$ cat src/rtl/muxn_pkg.sv
// muxn_pkg: shared types for the registered M:1 selector.
// Skid state encoding and default error counter width.
package muxn_pkg;

  localparam int ERR_CNT_W = 16;

  typedef enum logic [1:0] {
    EMPTY = 2'd0,
    FULL1 = 2'd1,
    FULL2 = 2'd2
  } skid_state_e;

endpackage

$ cat src/rtl/muxn_reg_stage_skid_reg2.sv
// skid_reg2: 2-entry valid/ready skid register, W-bit payload.
// Ports: clk, rst, in_* (upstream handshake), out_* (downstream handshake).
module skid_reg2
  import muxn_pkg::*;
#(
  parameter int W = 33
) (
  input  logic         clk,
  input  logic         rst,
  input  logic [W-1:0] in_data,
  input  logic         in_valid,
  output logic         in_ready,
  output logic [W-1:0] out_data,
  output logic         out_valid,
  input  logic         out_ready
);

  skid_state_e  state_q, state_d;
  logic [W-1:0] out_q, out_d;
  logic [W-1:0] skid_q, skid_d;
  logic         acc, drn;

  // ready/valid depend on the state register only
  assign in_ready  = (state_q != FULL2);
  assign out_valid = (state_q != EMPTY);
  assign out_data  = out_q;

  assign acc = in_valid && in_ready;
  assign drn = out_valid && out_ready;

  always_comb begin
    state_d = state_q;
    out_d   = out_q;
    skid_d  = skid_q;
    unique case (state_q)
      EMPTY: begin
        if (acc) begin
          out_d   = in_data;
          state_d = FULL1;
        end
      end
      FULL1: begin
        if (acc && drn) begin
          out_d = in_data;
        end else if (acc) begin
          skid_d  = in_data;
          state_d = FULL2;
        end else if (drn) begin
          state_d = EMPTY;
        end
      end
      FULL2: begin
        if (drn) begin
          out_d   = skid_q;
          state_d = FULL1;
        end
      end
      default: state_d = EMPTY;
    endcase
  end

  always_ff @(posedge clk) begin
    if (rst) begin
      state_q <= EMPTY;
      out_q   <= '0;
      skid_q  <= '0;
    end else begin
      state_q <= state_d;
      out_q   <= out_d;
      skid_q  <= skid_d;
    end
  end

endmodule

$ cat src/rtl/muxn_reg_stage.sv
// muxn_reg_stage: M:1 word select into a skid-buffered output stage.
// Ports: in_data/in_sel/in_valid/in_ready, out_data/out_sel_err/
// out_valid/out_ready, err_count (saturating out-of-range count).
module muxn_reg_stage
  import muxn_pkg::*;
#(
  parameter  int N         = 32,
  parameter  int M         = 3,
  parameter  int ERR_CNT_W = muxn_pkg::ERR_CNT_W,
  localparam int SELW      = $clog2(M)
) (
  input  logic                 clk,
  input  logic                 rst,
  input  logic [M*N-1:0]       in_data,
  input  logic [SELW-1:0]      in_sel,
  input  logic                 in_valid,
  output logic                 in_ready,
  output logic [N-1:0]         out_data,
  output logic                 out_sel_err,
  output logic                 out_valid,
  input  logic                 out_ready,
  output logic [ERR_CNT_W-1:0] err_count
);

  typedef struct packed {
    logic [N-1:0] data;
    logic         sel_err;
  } beat_t;

  localparam int BW = $bits(beat_t);

  beat_t                sel_beat;
  beat_t                out_beat;
  logic [ERR_CNT_W-1:0] err_cnt_q, err_cnt_d;

  // unmatched select falls through as zero data with sel_err set
  always_comb begin
    sel_beat         = '0;
    sel_beat.sel_err = 1'b1;
    for (int k = 0; k < M; k++) begin
      if (int'(in_sel) == k) begin
        sel_beat.data    = in_data[k*N +: N];
        sel_beat.sel_err = 1'b0;
      end
    end
  end

  skid_reg2 #(
    .W(BW)
  ) u_skid (
    .clk      (clk),
    .rst      (rst),
    .in_data  (sel_beat),
    .in_valid (in_valid),
    .in_ready (in_ready),
    .out_data (out_beat),
    .out_valid(out_valid),
    .out_ready(out_ready)
  );

  assign out_data    = out_beat.data;
  assign out_sel_err = out_beat.sel_err;

  // counted on acceptance, saturating at all-ones
  always_comb begin
    err_cnt_d = err_cnt_q;
    if (in_valid && in_ready && sel_beat.sel_err
        && (err_cnt_q != '1)) begin
      err_cnt_d = err_cnt_q + ERR_CNT_W'(1);
    end
  end

  always_ff @(posedge clk) begin
    if (rst) begin
      err_cnt_q <= '0;
    end else begin
      err_cnt_q <= err_cnt_d;
    end
  end

  assign err_count = err_cnt_q;

endmodule

$ cat config.mk
export PLATFORM = sky130hd
export DESIGN_NAME = muxn_reg_stage
export DESIGN_NICKNAME = d
export VERILOG_FILES = /design/src/rtl/muxn_pkg.sv /design/src/rtl/muxn_reg_stage_skid_reg2.sv /design/src/rtl/muxn_reg_stage.sv
export SDC_FILE = /design/constraint.sdc
export NUM_CORES = 1
export LEC_CHECK = 0
export ABC_AREA = 1
export CORE_ASPECT_RATIO = 0.5
export CORE_MARGIN = 1
export CORE_UTILIZATION = 45
export DETAILED_ROUTE_END_ITERATION = 12
export HOLD_SLACK_MARGIN = 0.15
export PLACE_DENSITY = 0.79
export SLEW_MARGIN = 30
export SYNTH_ARGS = -nofsm -noshare
export SYNTH_HDL_FRONTEND = slang
export SYNTH_SLANG_ARGS = --single-unit
$ cat constraint.sdc
create_clock -name clk -period 2.1 [get_ports clk]
set_input_delay 0.21 -clock clk [delete_from_list [all_inputs] [get_ports clk]]
set_output_delay 0.21 -clock clk [all_outputs]
set_load 0.01 [all_outputs]
# Word-level counts from Yosys, hierarchy flattened
# Index checks and enable logic that the tools add are counted.
# Widths: inputs -> output; s select.
# totals
reg_bits	84
elab_cells	42
output_inout_bits	51
# classes
n_addsub	1
eq_ne	11
bitwise_logic	1
mux	13
reduce_logical	12
# ops
op	n
$mux 33	6
$pmux 33 s3	1
$add 16x1->16 const B	1
$ne 16x16->1 const B	1
$mux 2	5
$reduce_and 4->1	2
$eq 2x2->1 const B	3
$ne 2x1->1 const B	3
$pmux 2 s3	1
$logic_and 1x1->1	5
$logic_not 2->1	2
$ne 2x2->1 const B	2
$ne 3x1->1 const B	1
$reduce_and 3->1	1
$reduce_bool 3->1	1
$eq 2x1->1 const B	1
$reduce_bool 2->1	1
$not 1->1	1

# Depth between registers and ports, before layout
# depth
word_depth	6
ltp_mapped	10
depth_no_buf	10

# By module
# A second synthesis with hierarchy kept.
# hier_totals
cells_unflattened	788
hier_area_um2	4678.2
# by_module_without_submodules
module	cells_per_inst	instances	area_each_um2
skid_reg2	485	1	3104.2
muxn_reg_stage	303	1	1574.0

# Worst setup path before layout
# Ideal clock, no wire load.
# synth_path
path_type	register -> register
start	register err_cnt_q[0] (netlist: err_count[0])
end	register err_cnt_q[10] (netlist: err_count[10])
n_path_buf	1
t_arrival_ns	1.445
stages_incl_launch_ff	10
setup_time_ns	0.143
path_slack_ns	0.512
synth_period_minus_slack_ns	1.588
path_cell_list	dfxtp_1 > ha_1 > nand2_1 > nor2_2 > nand2_1 > nor2_1 > nor2_4 > buf_6 > nand2_1 > a21oi_2
# synth_between
elab_chain_len	2
word_cells_on_any_way	3
classes_between	add/sub (1); eq/ne (1); reduce/logical (1)
# synth_rtl
item	line	source
start, declared	muxn_reg_stage.sv:34	logic [ERR_CNT_W-1:0] err_cnt_q, err_cnt_d;
start signal, assigned	muxn_reg_stage.sv:77	err_cnt_q <= err_cnt_d;
parallel branches: the longest is 2 deep, another holds $add 16x1->16	n/a	
# Parallel ways; which one is timed is not known.
# A chain may end at the register's enable or synchronous reset.

# Worst setup path after layout
# layout_path
start	register u_skid.state_q[0]
end	output port in_ready
# layout_between
elab_chain_len	1
# layout_rtl
item	line	source
start, declared	muxn_reg_stage_skid_reg2.sv:18	skid_state_e state_q, state_d;
start signal, assigned	muxn_reg_stage_skid_reg2.sv:68	state_q <= state_d;
$ne 2x2->1	muxn_reg_stage_skid_reg2.sv:24	assign in_ready = (state_q != FULL2);
end, declared	muxn_reg_stage.sv:17	output logic in_ready,
# Every way passes these cells.

==> results.toml <==
[outcome]
status = "finished clean"

[cells_and_area]
fin_cells = 998
antenna_cells = 0
area_growth_pct = 43.16
finalNetCount = 962
drive_above_1_share_pct = 6.257

[power_and_ir_drop]
clockPowerShare_pct = 39.3
seq_power_share_pct = 41.2
power.switching_w = 0.001057
combPwrFrac_pct = 19.5
max-vdd-ir-drop_uv = 421.5
cellPowerDensity_nw_per_um2 = 653.5
p_leak_nw = 2.784
internal-power_w = 0.003147
switching_share_pct = 25.14

[synth]
syn_area_per_cell_um2 = 6.223
ys_warn_count = 0
yosysSeqAreaShare_pct = 37.43
netlist_instances = 722
synth.distinct_cells = 32
syn-cell-area_um2 = 4493
synth-seq-cells = 84
syn-num-nets = 825

[timing]
period_share_pct = 83.31
timing.slew.headroom_pct = 50.71
fin_setup_tns_ns = 0
tightestPinTransition_ns = 0.7393
fin_skew_ns = 0.005763
rsz0062_at_grt = "no"
worst_slack_ns = 0.3506
setup_viol = 0
finalHoldViolCount = 0
fmax_ghz = 0.5716
slew_viol_final = 0
post-route-min-period_ns = 1.749

[grt]
gr-usage-all-layers_pct = 24.92
grt_antenna_before_repair = 0
first_global_vias = 4492
grt_pass1_wl_um = 20470
grt_overflow_total = 0
grt_start_max_net_pins = 61

[place]
pre_cts_ws_ns = 0.2033
dpl.cell_count = 983
place_hpwl_um = 8686
portBuffers = 152
place_congestion = 0.8578

[floorplanning]
core_area_um2 = 9572
dieWidth_um = 143.3
rows = 25
dieHeight_um = 72.66
fp.dieArea_um2 = 10410
ios = 153
initial_utilization_pct = 46.94

[clock_network]
cts_tree = "yes"
cts.sinks = 84
cts.clk_slew.worst_paths_ns = 0.06
htreeDepth = 3
postCtsSetupRepairBufs = 0
cts_buffers = 9
clockBufferDepth = 2
hold_buffers = 0
ctsRootBufferMaster = "clkbuf_16"
clkLatencyLatePin_ns = 0.34
post_cts_resized = 0

[routing]
vias = 4836
drc = 0
drt-total-wl_um = 12240
viasPerCell = 4.846
drt_iter0_markers = 302
firstDrtPassIters = 4
wl_per_cell_um = 12.27
ant_nets = 0

[setup_path]
critical_path_class = "register to primary output"
worstPathRequired_ns = 1.89
startpoint_type = "register"
critPathLaunch = "u_skid.state_q[0]"
reg2reg_depth = 8
crit_path_end_kind = "primary output"
crit_fanout = 9
rr_startpoint = "err_count[0]"
arrival_ns = 1.54

[worst_hold_path]
hp-class = "register to register"
min-delay-start = "u_skid.skid_q[31]"
whs_path_depth = 2

[flow_run]
maxCapViolCount = 0
[layout make-up]
class,count,area (um^2)
well taps,135,168.9
repair buffers,166,1659
fillers,849,3139
flip-flops and latches,84,1682
multi-input cells,528,2354
clock inverters,5,77.57
inverters,70,262.8
clock buffers,10,229.0
[synth_stat cells (all sizes together)]
cell	number	share of area, %
nand2	237	20
nor2	147	13
dfxtp	84	37
inv	69	5.8
nand3	59	6.6
buf	26	3.3
o21ai	23	2.6
a21oi	16	2.6
a211oi	14	2.3
clkbuf	14	1.2
o211ai	14	2.3
nand4	5	0.70
xor2	4	0.78
xnor2	2	0.39
clkinv	1	0.083
ha	1	0.28
nor3	1	0.11
nor3b	1	0.17
o2111ai	1	0.19
o21bai	1	0.17
o22ai	1	0.14
or2	1	0.14
[metal layers]
metal  vias up  GRT usage [%]  wire length (um)
met4         0          8.629               203
met1      2197          29.33              5563
met2        99          46.02              6069
li1       2517              -                 -
met5         -              0                 0
met3        23          4.724               405
[kinds of logic after synthesis]
logic type	share of synthesized area (%)
AOI/OAI and AO/OA	10.44
xor gates and xnor gates	1.170
adders and majority gates	0.2784
buffers and inverters	10.30
DFF	37.43
and+or+nand+nor	40.38
[placed cells by master, fill, tap and decap left out, types with 2 or more instances in the layout]
| cell | instances |
|---|---|
| xnor2_1 | 2 |
| nor2_4 | 2 |
| nand4_1 | 5 |
| nor2_2 | 4 |
| o211ai_1 | 14 |
| dfxtp_1 | 84 |
| bufinv_16 | 2 |
| clkinv_2 | 2 |
| buf_4 | 11 |
| buf_12 | 3 |
| o21ai_0 | 19 |
| xor2_1 | 4 |
| clkbuf_16 | 9 |
| o21ai_1 | 3 |
| clkdlybuf4s50_1 | 151 |
| a21oi_1 | 6 |
| inv_2 | 4 |
| nor2_1 | 141 |
| nand3_1 | 59 |
| nand2_2 | 3 |
| a211oi_1 | 14 |
| a21oi_2 | 10 |
| nand2_1 | 234 |
| inv_1 | 65 |
[critical path: stages (launching register included)]
cell and delay [ns]:
dfxtp_1 0.36, inv_2 0.06, nand2_2 0.18, clkdlybuf4s50_1 0.59
[path summary, 6_finish.rpt]
check	slack, ns	end
setup / recovery	0.35	in_ready
hold / removal	0.46	u_skid.skid_q[31]
setup reg to reg	0.40	err_count[14]
hold reg to reg	0.46	u_skid.skid_q[31]
[power groups by stage]
stage / Combinational (W) / Clock [W] / Sequential [W]
floorplan: 0.000378 / 0 / 0.00179
global placement: 0.000803 / 0 / 0.00177
detailed placement: 0.000818 / 0 / 0.00177
CTS: 0.000826 / 0.00168 / 0.00173
global route: 0.000906 / 0.00175 / 0.00174
finish: 0.000819 / 0.00165 / 0.00173
[sequential cells by signal, indices dropped and copies added, names as in the netlist]
| signal | flops |
|---|---|
| u_skid.skid_q | 33 |
| u_skid.state_q | 2 |
| err_count | 16 |
| u_skid.out_data | 33 |
[stage by stage]
| stage | power [W] | cell area [um^2] | util, % | hold WS, ns |
|---|---|---|---|---|
| after floorplan | 0.002169 | 4493 | - | 0.3521 |
| after global placement | 0.002569 | 6126 | 64.00 | 0.4373 |
| after detailed placement | 0.002585 | 6126 | 64.00 | 0.4514 |
| after CTS | 0.004241 | 6432 | 67.20 | 0.4604 |
| after global routing | 0.004397 | 6432 | 67.20 | 0.4737 |
| final | 0.004204 | 6432 | 67.20 | 0.4596 |
(Power assumes the default switching activity.)
